--- src/rtl/rs_syndrome_calc_if.sv ---
// Handshake bundle between the RS(7,5) symbol source, the syndrome stage and
// the downstream key-equation stage. The syndrome stage takes the slave view.
interface rs_syndrome_calc_if #(
  parameter int SYMBOL_WIDTH = 3
);
  logic                    in_valid;
  logic                    in_ready;
  logic [SYMBOL_WIDTH-1:0] in_symbol;
  logic                    out_valid;
  logic                    out_ready;
  logic [SYMBOL_WIDTH-1:0] syndrome1;
  logic [SYMBOL_WIDTH-1:0] syndrome2;
  logic                    error_detected;

  modport slave (
    input  in_valid, in_symbol, out_ready,
    output in_ready, out_valid, syndrome1, syndrome2, error_detected
  );

  modport master (
    output in_valid, in_symbol, out_ready,
    input  in_ready, out_valid, syndrome1, syndrome2, error_detected
  );
endinterface

--- src/rtl/rs_syndrome_calc.sv ---
// Streaming syndrome stage for RS(7,5) over GF(2^3).
// Symbols arrive highest degree first; S1 = r(a) and S2 = r(a^2) are built by
// Horner's rule and then held with a valid/ready handshake until consumed.
module rs_syndrome_calc #(
  parameter int                      SYMBOL_WIDTH = 3,
  parameter int                      N            = 7,
  parameter logic [SYMBOL_WIDTH:0]   PRIM_POLY    = 4'b1011
) (
  input  logic                 clk,
  input  logic                 reset_n,
  rs_syndrome_calc_if.slave    bus
);

  localparam int                CNT_W    = $clog2(N);
  localparam logic [CNT_W-1:0]  CNT_LAST = CNT_W'(N - 1);

  typedef enum logic {
    COLLECT,
    HOLD
  } state_t;

  typedef logic [SYMBOL_WIDTH-1:0] sym_t;

  // Multiply by alpha in polynomial basis: shift up, fold the overflow bit
  // back through the primitive polynomial. For x^3+x+1 this is
  // {s[1], s[0]^s[2], s[2]}.
  function automatic sym_t mul_alpha(input sym_t s);
    sym_t r;
    r = {s[SYMBOL_WIDTH-2:0], 1'b0};
    if (s[SYMBOL_WIDTH-1]) begin
      r = r ^ PRIM_POLY[SYMBOL_WIDTH-1:0];
    end
    return r;
  endfunction

  state_t            state_q, state_d;
  logic [CNT_W-1:0]  count_q;
  sym_t              acc1_q, acc2_q;
  sym_t              acc1_nxt, acc2_nxt;
  sym_t              syn1_q, syn2_q;
  logic              err_q;
  logic              in_ready_q;
  logic              out_valid_q;
  logic              accept;
  logic              last_accept;
  logic              release_word;

  // Horner step for both evaluation points; used only when a symbol is accepted.
  always_comb begin
    acc1_nxt = mul_alpha(acc1_q) ^ bus.in_symbol;
    acc2_nxt = mul_alpha(mul_alpha(acc2_q)) ^ bus.in_symbol;
  end

  // Next-state and control decode for the COLLECT/HOLD controller.
  always_comb begin
    // NOTE: every signal gets a default before the case so no path leaves it
    // unassigned, which would otherwise infer a latch.
    state_d      = state_q;
    accept       = 1'b0;
    last_accept  = 1'b0;
    release_word = 1'b0;
    case (state_q)
      COLLECT: begin
        // in_ready_q rather than the state gates acceptance, so the cycle
        // right after reset release cannot take a symbol.
        accept = bus.in_valid & in_ready_q;
        if (accept && (count_q == CNT_LAST)) begin
          last_accept = 1'b1;
          state_d     = HOLD;
        end
      end
      HOLD: begin
        if (bus.out_ready) begin
          release_word = 1'b1;
          state_d      = COLLECT;
        end
      end
      default: state_d = COLLECT;
    endcase
  end

  // State register.
  always_ff @(posedge clk or negedge reset_n) begin
    if (!reset_n) begin
      // NOTE: state is updated with non-blocking assignments so every register
      // samples pre-edge values regardless of block ordering.
      state_q <= COLLECT;
    end else begin
      state_q <= state_d;
    end
  end

  // Registered handshake flags, derived from the state being entered so both
  // change on the same edge as the state itself.
  always_ff @(posedge clk or negedge reset_n) begin
    if (!reset_n) begin
      in_ready_q  <= 1'b0;
      out_valid_q <= 1'b0;
    end else begin
      in_ready_q  <= (state_d == COLLECT);
      out_valid_q <= (state_d == HOLD);
    end
  end

  // Accumulators and symbol counter; cleared when the held result is consumed.
  always_ff @(posedge clk or negedge reset_n) begin
    if (!reset_n) begin
      acc1_q  <= '0;
      acc2_q  <= '0;
      count_q <= '0;
    end else if (release_word) begin
      acc1_q  <= '0;
      acc2_q  <= '0;
      count_q <= '0;
    end else if (accept) begin
      acc1_q  <= acc1_nxt;
      acc2_q  <= acc2_nxt;
      count_q <= last_accept ? '0 : count_q + 1'b1;
    end
  end

  // Result registers: loaded with the final Horner step, held until the next word.
  always_ff @(posedge clk or negedge reset_n) begin
    if (!reset_n) begin
      syn1_q <= '0;
      syn2_q <= '0;
      err_q  <= 1'b0;
    end else if (last_accept) begin
      syn1_q <= acc1_nxt;
      syn2_q <= acc2_nxt;
      err_q  <= (|acc1_nxt) | (|acc2_nxt);
    end
  end

  assign bus.in_ready       = in_ready_q;
  assign bus.out_valid      = out_valid_q;
  assign bus.syndrome1      = syn1_q;
  assign bus.syndrome2      = syn2_q;
  assign bus.error_detected = err_q;

endmodule

--- src/flat_wrapper.sv ---
// flat-port wrapper written by rule: the top's interface ports become plain ports
module rs_syndrome_calc_flat 
#(
  parameter int                      SYMBOL_WIDTH = 3,
  parameter int                      N            = 7,
  parameter logic [SYMBOL_WIDTH:0]   PRIM_POLY    = 4'b1011
)
  (clk, reset_n, bus_in_valid, bus_in_symbol, bus_out_ready, bus_in_ready, bus_out_valid, bus_syndrome1, bus_syndrome2, bus_error_detected);
  rs_syndrome_calc_if #(.SYMBOL_WIDTH(SYMBOL_WIDTH)) bus_i ();
  input  logic clk;
  input  logic reset_n;
  input wire logic [$bits(bus_i.in_valid)-1:0] bus_in_valid;
  input wire logic [$bits(bus_i.in_symbol)-1:0] bus_in_symbol;
  input wire logic [$bits(bus_i.out_ready)-1:0] bus_out_ready;
  output wire logic [$bits(bus_i.in_ready)-1:0] bus_in_ready;
  output wire logic [$bits(bus_i.out_valid)-1:0] bus_out_valid;
  output wire logic [$bits(bus_i.syndrome1)-1:0] bus_syndrome1;
  output wire logic [$bits(bus_i.syndrome2)-1:0] bus_syndrome2;
  output wire logic [$bits(bus_i.error_detected)-1:0] bus_error_detected;
  assign bus_i.in_valid = bus_in_valid;
  assign bus_i.in_symbol = bus_in_symbol;
  assign bus_i.out_ready = bus_out_ready;
  assign bus_in_ready = bus_i.in_ready;
  assign bus_out_valid = bus_i.out_valid;
  assign bus_syndrome1 = bus_i.syndrome1;
  assign bus_syndrome2 = bus_i.syndrome2;
  assign bus_error_detected = bus_i.error_detected;
  rs_syndrome_calc #(.SYMBOL_WIDTH(SYMBOL_WIDTH), .N(N), .PRIM_POLY(PRIM_POLY)) u_core (.clk(clk), .reset_n(reset_n), .bus(bus_i));
endmodule
--- config.mk ---
export PLATFORM = sky130hd
export DESIGN_NAME = rs_syndrome_calc_flat
export DESIGN_NICKNAME = d
export VERILOG_FILES = /design/src/rtl/rs_syndrome_calc_if.sv /design/src/rtl/rs_syndrome_calc.sv /design/src/flat_wrapper.sv
export SDC_FILE = /design/constraint.sdc
export NUM_CORES = 1
export LEC_CHECK = 0
export CAP_MARGIN = 20
export CORE_ASPECT_RATIO = 1.5
export CORE_UTILIZATION = 45
export CTS_CLUSTER_DIAMETER = 50
export DETAILED_ROUTE_END_ITERATION = 12
export GPL_TIMING_DRIVEN = 0
export MAX_ROUTING_LAYER = met4
export PLACE_DENSITY = 0.73
export SYNTH_ARGS = -nofsm -noshare
export SYNTH_HDL_FRONTEND = slang
export SYNTH_SLANG_ARGS = --single-unit
export TNS_END_PERCENT = 50
--- constraint.sdc ---
create_clock -name clk -period 1.6 [get_ports clk]
set_clock_uncertainty 0.1 [all_clocks]
set_input_delay 0.48 -clock clk [delete_from_list [all_inputs] [get_ports clk]]
set_output_delay 0.48 -clock clk [all_outputs]
set_load 0.01 [all_outputs]
Yosys cells after proc, flatten, opt, wreduce, memory -nomap -nowiden
Index checks and enable logic that the tools add are counted.
- register bits: 18
- output and inout port bits: 9
- word-level logic and storage cells: 40
- add/subtract/negate cells: 1
- equality and inequality tests: 1
- muxes and demuxes: 17
- bitwise logic cells: 9
- reductions and logical operators: 4
- operator list (cell ; count):
    3-bit 2-to-1 mux ; 7
    1-bit 2-to-1 mux ; 6
    2-bit 2-to-1 mux ; 3
    2-bit inverter ; 3
    3-bit OR reduction ; 2
    3-bit XOR ; 2
    3-bit by 1-bit adder with 3-bit output (second input constant) ; 1
    3-bit == test (second input constant) ; 1
    1-bit inverter ; 2
    1-bit case mux with 2 select lines ; 1
    2-bit nonzero test ; 1
    1-bit bitwise AND ; 1
    1-bit logical AND ; 1
    1-bit bitwise OR ; 1

Depth between registers and ports, before layout
Gate-level depths: netlist of the first run.
- word-level depth: 7
- depth in mapped cells: 7
- depth with buffers taken out: 6

Worst setup path before layout of the first run
OpenSTA, ideal clock, no wires.
- kind: register to register
- start: register u_core.acc2_q[2]
- end: register u_core.err_q, in the netlist u_core.bus.error_detected
- arrival: 1345 ps
- required time: 1373 ps
- path slack: 27 ps
- stages on the path, launching flop included: 6
- path buffers: 1
- cells stage by stage: dfrtp_1 buf_6 xor2_2 or3_1 a222oi_1 o21ai_1
- word-level cells in the longest chain between the ends: 6
- RTL lines (item ; line ; source):
    start, declared ; rs_syndrome_calc.sv:38 ; sym_t acc1_q, acc2_q;
    start signal, assigned ; rs_syndrome_calc.sv:117 ; acc2_q <= acc2_nxt;
    2-bit 2-to-1 mux (*) ; rs_syndrome_calc.sv:30 ; if (s[SYMBOL_WIDTH-1]) begin
    2-bit inverter (no source line) ; - ;
    2-bit 2-to-1 mux ; rs_syndrome_calc.sv:30 ;
    3-bit XOR (*) ; rs_syndrome_calc.sv:51 ; acc2_nxt = mul_alpha(mul_alpha(acc2_q)) ^ bus.in_symbol;
    3-bit OR reduction (*) ; rs_syndrome_calc.sv:131 ; err_q <= (|acc1_nxt) | (|acc2_nxt);
    1-bit bitwise OR (*) ; rs_syndrome_calc.sv:131 ;
    end signal, assigned ; rs_syndrome_calc.sv:131 ;
    end, declared ; rs_syndrome_calc.sv:41 ; logic err_q;
Every way passes the cells marked *; elsewhere a longest branch is shown, timed or not.
A chain may end at the register's enable or synchronous reset.

Worst setup path after layout of the first run
- start: register u_core.acc1_q[2]
- end: register u_core.err_q, in the netlist u_core.bus.error_detected
- word-level cells in the longest chain between the ends: 4
- RTL lines (item ; line ; source):
    start, declared ; rs_syndrome_calc.sv:38 ;
    start signal, assigned ; rs_syndrome_calc.sv:116 ; acc1_q <= acc1_nxt;
    2-bit 2-to-1 mux ; rs_syndrome_calc.sv:30 ;
    3-bit XOR ; rs_syndrome_calc.sv:50 ; acc1_nxt = mul_alpha(acc1_q) ^ bus.in_symbol;
    3-bit OR reduction ; rs_syndrome_calc.sv:131 ;
    1-bit bitwise OR ; rs_syndrome_calc.sv:131 ;
Every way passes these cells.

==> results list, run 1 <==
* Required @ worst endpoint: 1680 ps
* Buffers added on ports: 15
- Worst slack at placement: -474.8 ps
* Area Overhead vs Synth: 34.13%
* HPWL reported at the end of detailed placement: 1291 µm
- Hold buffer count at cts: 0
* Final non-filler cell area: 0.001195 mm²
- Mean area per synthesized cell: 10.12 µm²
* Endpoint arrival time on the critical path: 1760 ps
- Of the cells placed in the final design, the portion with a size suffix greater than 1 is 0.2174.
- The most critical setup path has its startpoint at u_core.acc1_q[2].
- Area of the core: 0.001854 mm²
* Clk pin slew, worst setup/hold paths: 100 ps
- STA classifies the critical path startpoint as a flip-flop.
- Critical Path Fanout Max: 4
* Clock tree from TritonCTS: built
- Dividing the detail-routed wire length by the instance count gives 14.05 µm.
- Number of max-cap violations: 0
- Power Density: 1763 mW/mm²
- Share of the cycle needed by the critical path after routing: 1.052
- The clock reaches the later pin of the worst-skew pair after 290 ps.
- The number of global-route vias before repair is 682.
- For this configuration, the core starts out at a cell density of 0.4804.
* Slew margin rel.: 0.4610
- The smallest clock period supported by the final layout is computed as 1683 ps.
- CTS built an H-tree with a depth of 1.
- Min-delay src: u_core.bus.syndrome2[0]
- The floorplan step set the die height to 56.49 µm.
- Flop-to-flop setup slack: -80 ps
- Global routing finished with a remaining overflow of 0.
- In this run, CTS created clock tree buffers numbering 3.
* Final Net Count: 126
* Remaining number of nets flagged by the antenna check after routing: 0
* Number of optimization iterations in the first detailed-route pass: 4
- Synthesis produced a netlist whose cell count is 88.
- Weighted congestion at the end of routability-driven global placement: 0.7319
* Final worst setup slack: -83.28 ps
- Netlist area before placement: 890.9 µm²
- Mapped Nets: 97
* Root buf cell: clkbuf_4
- Worst IR Drop VDD: 0.9258 mV
- Setup repair after global routing could not meet its margin everywhere.
- All-Layer GR Usage: 0.1852
* Class of the tightest hold or removal check: reg -> reg
- Setup violations remaining at the end of the flow were counted as 1.
* Failing checks: negative setup slack
* Synth warn: 0
* Diodes inserted: 0
- The share of the Yosys chip area taken by registers is 0.5056.
- Kind of end point of the critical path: flip-flop
- The count of final hold-check violations was 0.
- Number of register bits inferred by synthesis: 18
- Top-Level Pins: 16
- The final count of pins violating max slew was 0.
- Instance area after placement: 0.001067 mm²
- Clock Path Buffers: 2
- Maximum number of pins on one net before global-route repair: 19
- The floorplan has 19 rows.
* Number of vias per cell after detailed routing: 5.419
* DRC marker count from the first detailed-route iteration: 11
* Worst Path Class, Setup: reg -> reg
- Hold timing on the final database bottoms out at a slack of 377.4 ps.
- Most common cell after layout, fill and taps aside: dfrtp_1
- The run finished, with violations left.
- For this run, design rule violations remaining after detail routing come to 0.
* Distinct cells, synth: 26
* Leak pwr: 0.5414 nW
- Clock tree synthesis found a total of 18 sinks.
* Total Die Area: 0.002165 mm²
- Vias after detailed routing: 737
- RR Startpoint: u_core.acc1_q[2]
* Post-Route Setup TNS: -83.28 ps
- The layout has 173 filler cells.
* Global-route wire length before repair: 2780 µm
- After detailed routing, the total wire length is 1911 µm.
- Most frequent cells in the layout: dfrtp_1, dlygate4sd2_1, nand2_1, o21ai_0, buf_4
- At the end of the flow the core is filled with cells to 0.6444.
- The initial antenna violation count came to 0.
- From left edge to right edge, the die measures 38.33 µm.
- Timing would allow up to 594.1 MHz.
- Measured slew at the worst slew-check pin: 805.9 ps
## final timing paths
check                                       endpoint  cells after the start
setup / recovery           u_core.bus.error_detected                      4
hold / removal               u_core.bus.syndrome2[0]                      2
min in group asynchronous    u_core.bus.syndrome1[0]                      1
hold reg to reg              u_core.bus.syndrome2[0]                      2
max in group asynchronous           u_core.acc2_q[1]                      1
setup reg to reg           u_core.bus.error_detected                      4
## report_power, final
group          internal [mW]  leakage [nW]  switching, mW
logic                  0.556         0.310          0.501
registers              0.657         0.217          0.171
clock network         0.0877        0.0138          0.135
total                   1.30         0.541          0.806
## worst max-delay path, stage by stage, from the launching register on
cell      delay, ps
dfrtp_2         450
xor2_2          170
or3_1           380
a222oi_1        350
o21ai_1         110
## synth_stat cells
cell,number,area [µm²]
xor2_1,3,26.28
or3_2,1,7.510
a21oi_1,3,15.01
mux2_2,1,11.26
inv_1,3,11.26
nand3_1,6,30.03
buf_6,1,11.26
and2_0,1,6.260
o21ai_0,11,55.05
dfrtp_1,18,450.4
o21ai_1,1,5.000
nand2_1,10,37.54
o31ai_1,3,22.52
a221oi_1,2,17.52
nor3b_1,1,7.510
and3b_1,1,8.760
nand3b_1,1,7.510
a222oi_1,1,10.01
or3_1,2,12.51
xnor2_1,6,52.55
ha_1,2,25.02
xor2_2,1,16.27
a22o_1,1,8.760
nor2_1,5,18.77
and2_1,1,6.260
buf_2,2,10.01
## layout make-up
| cell class | count | area (µm²) | area share |
|---|---|---|---|
| inverters | 3 | 11.26 | 0.009424 |
| multi-input cells | 64 | 442.9 | 0.3707 |
| well taps | 21 | 26.28 | 0.02199 |
| clock buffers | 3 | 22.52 | 0.01885 |
| flip-flops and latches | 18 | 454.2 | 0.3801 |
| plain buffers | 3 | 33.78 | 0.02827 |
| repair buffers | 24 | 203.9 | 0.1707 |
## cell families (layout without fill, tap and decap cells)
family | count (synthesis) | after routing | share of synthesized area
and+or+nand+nor | 29 | 29 | 0.1601
xor gates and xnor gates | 10 | 10 | 0.1068
adders and majority gates | 2 | 2 | 0.02809
muxes | 1 | 1 | 0.01264
AOI/OAI and AO/OA | 22 | 22 | 0.1503
buffers and inverters | 6 | 33 | 0.03652
DFF | 18 | 18 | 0.5056
## metrics by stage
step	total power, mW	std cells
after floorplan	1.389	88
after global placement	1.686	124
after detailed placement	1.733	124
after CTS	1.913	128
after global routing	2.255	136
final	2.106	136
## layer usage
metal | track usage | vias to the layer above | wire [µm]
li1 | - | 370 | -
met1 | 0.2063 | 344 | 740
met2 | 0.3123 | 21 | 1070
met3 | 0.02372 | 2 | 74
met4 | 0.08867 | 0 | 25
met5 | - | - | 0
## flip-flops by register name, summed over array words and instances, names as in the netlist
| register | flops |
|---|---|
| u_core.bus.syndrome1 | 3 |
| u_core.count_q | 3 |
| u_core.bus.error_detected | 1 |
| u_core.acc1_q | 3 |
| u_core.bus.syndrome2 | 3 |
| u_core.acc2_q | 3 |
| u_core.bus.in_ready | 1 |
| u_core.state_q | 1 |
## repair_timing
item / 4_1_cts / 5_1_grt
resized for setup: 19 / 11
cloned: 0 / 2
setup endpoints to repair: 15 / 8
pin swaps: 0 / 4
setup buffers: 1 / 6
Note: power is estimated with default switching activity, not from simulation.
==> inputs of run 2 (changes only) <==
--- a/config.mk
+++ b/config.mk
@@ -10,9 +10,10 @@
 export CORE_UTILIZATION = 45
 export CTS_CLUSTER_DIAMETER = 50
 export DETAILED_ROUTE_END_ITERATION = 12
+export GPL_ROUTABILITY_DRIVEN = 0
 export GPL_TIMING_DRIVEN = 0
 export MAX_ROUTING_LAYER = met4
-export PLACE_DENSITY = 0.73
+export PLACE_DENSITY = 0.83
 export SYNTH_ARGS = -nofsm -noshare
 export SYNTH_HDL_FRONTEND = slang
 export SYNTH_SLANG_ARGS = --single-unit
==> results list, run 2 (synthesized netlist as in run 1, its figures left out) <==
* Avg WL per Cell: 14.03 µm (-0.15%)
* Endpoint arrival time on the critical path: 1760 ps (about the same)
* Share of the cycle needed by the critical path after routing: 1.044 (-0.007565)
* Library cell contributing the largest single delay on the critical path: dfrtp_2
* Clock network power share: 0.113 (+0.007)
* WL final: 1852 µm (-3.1%)
- Switching part of the total power: 0.3882 (+0.005496)
- The startpoint identified for the worst hold timing path is u_core.bus.syndrome2[0].
- Starting utilization of the core area: 0.4804 (unchanged)
- Clock Latency Late Sink: 290 ps (about the same)
- RR Startpoint: u_core.acc2_q[1]
- The total core area came to 0.001854 mm² (unchanged).
- Number of optimization iterations in the first detailed-route pass: 4 (unchanged)
- Kind of end point of the critical path: flip-flop
- The number of sinks handled by clock tree synthesis came to 18 (unchanged).
- Floorplan die width: 38.33 µm (unchanged)
- DRC violation count after routing: 0 (unchanged)
* Max-slew violation count: 0 (unchanged)
- H-tree level count: 1 (unchanged)
- The count of final hold-check violations came to 0 (unchanged).
* Detailed-routed wire length on met2: 968 µm (-9.5%)
- Failing checks: negative setup slack
- Worst IR Drop VDD: 0.9452 mV (+2.1%)
- The number of buffers created by CTS came to 3 (unchanged).
- Switching power total: 0.7826 mW (-2.9%)
* Top-Level Pins: 16 (unchanged)
- Number of vias per cell after detailed routing: 5.492 (+1.4%)
- Slew margin rel.: 0.4566 (-0.004392)
- The maximum number of pins on one net before global-route repair was 19 (unchanged).
- Post-Route M1 WL: 787 µm (+6.4%)
- The power per cell area was 1744 mW/mm² (-1.1%).
* Final Net Count: 122 (-3.2%)
* Share of post-route cells with drive strength above 1: 0.1712 (-0.04622)
- Worst Path Buf+Inv: 0 (unchanged)
- The count of input and output buffers was 15 (unchanged).
* DRC marker count from the first detailed-route iteration: 19 (+8)
- Area Overhead vs Synth: 29.78%
- Critical Path Start: u_core.acc2_q[1]
- The min-delay analysis places its worst path in the category reg -> reg.
- CP cell instances: xor2_4 -> or3_1 -> a222oi_1 -> o21ai_1
- Setup crit start kind: flip-flop
- Global-route wire length before repair: 3070 µm (+10%)
* Final-report setup violation count: 1 (unchanged)
- Top routing layer in use: met4
* All-Layer GR Usage: 0.2029 (+0.01764)
- Total gr overflow: 0 (unchanged)
- The number of antenna-violating nets in the routed design was 0 (unchanged).
- In this design, the largest share of critical-path delay is due to flip-flops.
- The highest net fanout along the worst path is 5 (+1).
* Portion of total power attributed to combinational logic: 0.478 (-0.024)
* Measured slew at the worst slew-check pin: 812.5 ps (+6.567 ps)
- Number of max-cap violations: 0 (unchanged)
- Final worst setup slack: -71.17 ps (+12.10 ps)
- Number of core rows: 19 (unchanged)
* Int Pwr: 1.233 mW (-5.1%)
- WL met3: 65 µm (-12%)
- The number of buffers between clock root and the deepest sink is 2 (unchanged).
- Clk pin slew, worst setup/hold paths: 100 ps (about the same)
- Shortest clock period the worst path allows after layout: 1671 ps (-12.10 ps)
- Worst slack at placement: -464.9 ps (+9.872 ps)
- Clock tree from TritonCTS: built
* Root buf cell: clkbuf_4
- By startpoint and endpoint, the worst setup path is classified as reg -> reg.
* Share of power burned in registers: 0.409 (+0.016)
- The number of global-route vias before repair came to 721 (+5.7%).
* Diodes inserted: 0 (unchanged)
* Vias after detailed routing: 725 (-1.6%)
- Total Die Area: 0.002165 mm² (unchanged)
* Status: finished, violations left
- The reported leakage power came to 0.5293 nW (-2.2%).
- The die span in y was 56.49 µm (unchanged).
- The half-perimeter wire length after placement came to 1257 µm (-2.6%).
- The total negative slack for setup checks came to -71.17 ps (+12.10 ps).
* Highest cell delay on the worst timing path: 490 ps (+40 ps)
- Leaving out fill and tap cells, the most frequent cell in the layout is dfrtp_1.
- The highest achievable clock rate is 598.4 MHz (+0.72%).
- Most frequent cells in the layout: dfrtp_1, nand2_1, dlygate4sd2_1, o21ai_0
* Unrepaired setup endpoints after global routing: yes
- Antenna violations before repair: 0 (unchanged)
- Required @ worst endpoint: 1680 ps (about the same)
## run 2: cell type report
cell class	instances	area [µm²]
inverters	3	11.26
multi-input cells	64	430.4
plain buffers	3	30.03
flip-flops and latches	18	454.2
well taps	21	26.28
clock buffers	3	22.52
fillers	153	698.2
repair buffers	20	181.4
## run 2: what timing repair did
item / CTS / global route
endpoints found under the setup margin: 16 / 10
hold buffers: 0 / 0
pin swaps: 0 / 4
buffers inserted: 1 / 4
gates resized for setup: 15 / 12
## run 2: worst paths after layout
path / endpoint / slack, ps / cells after the start
worst max-delay path: u_core.bus.error_detected / -70 / 4
worst min-delay path: u_core.bus.syndrome2[0] / 380 / 2
worst max register to register: u_core.bus.error_detected / -70 / 4
worst min register to register: u_core.bus.syndrome2[0] / 380 / 2
max in group asynchronous: u_core.acc2_q[1] / 300 / 1
min in group asynchronous: u_core.bus.error_detected / 540 / 1
## run 2: tightest hold or removal path, cell delays in order (launching register included)
cell     delay (ps)
dfrtp_1         350
nand2_1          40
o21ai_0          50
## run 2: power by group through the flow
| stage | clock network, mW | logic [mW] | registers [mW] |
|---|---|---|---|
| detailed placement | 0 | 0.895 | 0.832 |
| finish | 0.228 | 0.963 | 0.825 |
| CTS | 0.227 | 0.864 | 0.814 |
| global route | 0.243 | 1.06 | 0.858 |
| global placement | 0 | 0.864 | 0.819 |
| floorplan | 0 | 0.547 | 0.842 |
## run 2: through the flow
step | instance area [µm²] | hold WS [ps] | std cells | power (mW) | utilization
6_report | 1156 | 380.1 | 132 | 2.016 | 0.6235
5_1_grt | 1156 | 404.6 | 132 | 2.161 | 0.6235
3_5_place_dp | 1067 | 370.8 | 124 | 1.727 | 0.5756
3_3_place_gp | 1067 | 361.9 | 124 | 1.683 | 0.5756
4_1_cts | 1094 | 389.0 | 128 | 1.905 | 0.5897
2_1_floorplan | 890.9 | 84.41 | 88 | 1.389 | -
## run 2: layer usage
layer | track usage | vias up
li1 | - | 354
met1 | 0.2460 | 344
met2 | 0.3293 | 22
met3 | 0.02372 | 5
met4 | 0.08867 | 0
met5 | - | -
==> inputs of run 3 (changes only) <==
--- a/config.mk
+++ b/config.mk
@@ -7,13 +7,13 @@
 export LEC_CHECK = 0
 export CAP_MARGIN = 20
 export CORE_ASPECT_RATIO = 1.5
-export CORE_UTILIZATION = 45
+export CORE_UTILIZATION = 40
 export CTS_CLUSTER_DIAMETER = 50
 export DETAILED_ROUTE_END_ITERATION = 12
 export GPL_ROUTABILITY_DRIVEN = 0
 export GPL_TIMING_DRIVEN = 0
 export MAX_ROUTING_LAYER = met4
-export PLACE_DENSITY = 0.83
+export PLACE_DENSITY = 0.76
 export SYNTH_ARGS = -nofsm -noshare
 export SYNTH_HDL_FRONTEND = slang
 export SYNTH_SLANG_ARGS = --single-unit
==> results list, run 3 (synthesized netlist as in run 1, its figures left out) <==
* Status: finished, violations left
- Failing checks: negative setup slack
- Endpoint arrival time on the critical path: 1730 ps (-30 ps)
- Total Die Area: 0.002424 mm² (+12%)
- The clock slew seen by the registers of the worst setup and hold paths came to 100 ps (about the same).
* Power Density: 1744 mW/mm² (about the same)
- Kind of end point of the critical path: flip-flop
- Most common cell after layout, fill and taps aside: dfrtp_1
- The headroom to the max-slew limit came to 0.4447 (-0.01197).
- Reg2reg end: u_core.bus.error_detected
* Library cell contributing the largest single delay on the critical path: dfrtp_1
- The number of buffers between clock root and the deepest sink is 2 (unchanged).
* Final Net Count: 123 (+0.82%)
- Number of failing hold endpoints at the final stage: 0 (unchanged)
- The count of fill cells added during filler insertion is 206 (+35%).
- Flop-to-flop setup slack: -50 ps (+20 ps)
- The highest achievable clock rate came to 605.2 MHz (+1.1%).
* Buffers added on ports: 15 (unchanged)
- The total core area came to 0.002052 mm² (+11%).
- Total gr overflow: 0 (unchanged)
- Among cell families on the critical path, the largest total delay comes from compound AO/OA/AOI/OAI gates.
- Required @ worst endpoint: 1680 ps (about the same)
- The highest net fanout along the worst path was 4 (-1).
- Worst setup path endpoint: u_core.bus.error_detected
- The number of detailed-route iterations in the first pass came to 4 (unchanged).
- Shortest clock period the worst path allows after layout: 1652 ps (-18.83 ps)
* Setup crit start kind: flip-flop
- The antenna cell count came to 0 (unchanged).
- All-Layer GR Usage: 0.1804 (-0.02250)
- The number of cells on the worst reg-to-reg path is 5 (+1).
- DRC violation count after routing: 0 (unchanged)
* Antenna violations before repair: 0 (unchanged)
* Max-slew violation count: 0 (unchanged)
* Maximum number of pins on one net before global-route repair: 19 (unchanged)
- Area Overhead vs Synth: 28.37%
- Remaining number of nets flagged by the antenna check after routing: 0 (unchanged)
- Number of clock sinks: 18 (unchanged)
- Floorplan die width: 40.53 µm (+5.7%)
- Total area of multi-input combinational cells: 419.2 µm² (-2.6%)
- The hold-fix buffer count after cts came to 0 (unchanged).
* Share of post-route cells with drive strength above 1: 0.1696 (-0.001528)
* Root buf cell: clkbuf_4
* Global-route track usage on met1: 0.2139 (-0.03209)
- TritonCTS built the clock tree.
- Tracing the worst setup path back leads to its startpoint at u_core.acc2_q[2].
- Leak pwr: 0.5205 nW (-1.7%)
* Class of the tightest hold or removal check: reg -> reg
* Final worst setup slack: -52.34 ps (+18.83 ps)
- Cell Count, Final, Fillers Out: 134 (+1.5%)
- H-tree level count: 1 (unchanged)
- The highest ir drop seen on vdd was 0.8792 mV (-7.0%).
* Die height: 59.80 µm (+5.9%)
* Placed instance count: 125 (+0.81%)
- CP cell instances: buf_6 -> xor2_2 -> or3_1 -> a222oi_1 -> o21ai_1
- Worst Path Buf+Inv: 1 (+1)
- Highest cell delay on the worst timing path: 400 ps (-90 ps)
- The number of buffers created by CTS was 3 (unchanged).
* Global Route met3 Usage: 0.02230 (-0.001411)
* Unrepaired setup endpoints after global routing: yes
- The number of cells on the critical path came to 5 (+1).
- Worst Path Class, Setup: reg -> reg
* WL final: 1858 µm (+0.32%)
- The startpoint identified for the worst register-to-register timing path is u_core.acc2_q[2].
- Top-Level Pins: 16 (unchanged)
- The detailed-route via count is 726 (+0.14%).
* GR peak layer: met2
* Storage cell area: 452.9 µm² (-0.28%)
- The initial core utilization was 0.4341 (-0.04629).
- The via-per-instance ratio came to 5.418 (-1.4%).
- The pin slew with the least headroom to its limit was 830.4 ps (+17.90 ps).
* Final design utilization: 0.5573 (-0.06617)
- The number of global-route vias before repair is 682 (-5.4%).
* Final-report setup violation count: 1 (unchanged)
- Avg WL per Cell: 13.87 µm (-1.2%)
- The number of max-capacitance violations reported came to 0 (unchanged).
- The top cell types in the final layout, fill and taps aside, are dfrtp_1, dlygate4sd2_1, nand2_1, o21ai_0, buf_4.
* Clock Latency Late Sink: 290 ps (about the same)
- Share of the cycle needed by the critical path after routing: 1.033 (-0.01177)
- DRC marker count from the first detailed-route iteration: 10 (-9)
- Number of core rows: 20 (+1)
- Met2 demand-to-capacity share in global routing: 0.2971 (-0.03225)
- The half-perimeter wire length after placement was 1249 µm (-0.65%).
- Global-route wire length before repair: 2925 µm (-4.7%)
## run 3: cell count changes in the layout (fill, tap and decap cells not counted), sizes merged
cell           delta
dlygate4sd2       +3
dlymetal6s2s      -2
clkdlybuf4s15     -1
buf               +1
## run 3: where the power goes
part           internal (mW)  switching [mW]
Clock                 0.0874           0.133
Combinational          0.488           0.475
Sequential             0.654           0.157
## run 3: worst register-to-register path: stages (launching register included)
cell      delay (ps)
dfrtp_1          400
buf_6            130
xor2_2           160
or3_1            310
a222oi_1         340
o21ai_1          110
## run 3: timing repair
action                                  in CTS  in global routing
pin swaps                                    0                  4
resized for setup                           15                  9
endpoints found under the setup margin      16                  8
setup buffers                                1                  5
gates cloned                                 0                  0
## run 3: worst min path at each step
stage	from	endpoint	slack, ps	cells after the start
detailed placement	u_core.bus.syndrome1[1]	u_core.bus.syndrome1[1]	370	2
global placement	u_core.bus.syndrome1[1]	u_core.bus.syndrome1[1]	360	2
global route	u_core.bus.syndrome2[0]	u_core.bus.syndrome2[0]	410	2
floorplan	reset_n	u_core.acc1_q[0]	80	0
finish	u_core.bus.syndrome2[0]	u_core.bus.syndrome2[0]	380	2
CTS	u_core.bus.syndrome1[1]	u_core.bus.syndrome1[1]	390	2
## run 3: final cells by class
cell class	instances	share of cell area
plain buffers	3	0.02626
inverters	3	0.009847
multi-input cells	64	0.3665
flip-flops and latches	18	0.3961
clock buffers	3	0.01969
repair buffers	21	0.1575
well taps	22	0.02407
## run 3: per-stage QoR
stage	hold WS, ps	setup WS (ps)	total power [mW]	TNS, ps	area [µm²]
floorplan	84.41	27.16	1.389	0	890.9
global placement	360.4	-452.0	1.683	-4560	1069
detailed placement	369.6	-450.6	1.724	-5778	1069
CTS	387.2	-70.09	1.895	-70.09	1090
global route	414.3	-157.5	2.151	-213.7	1144
finish	384.0	-52.34	1.994	-52.34	1144
## run 3: per-layer routing
layer  vias to the layer above  routed length (µm)
li1                        356                   -
met1                       346                 792
met4                         0                  18
met5                         -                   0
met2                        20                 968
met3                         4                  79
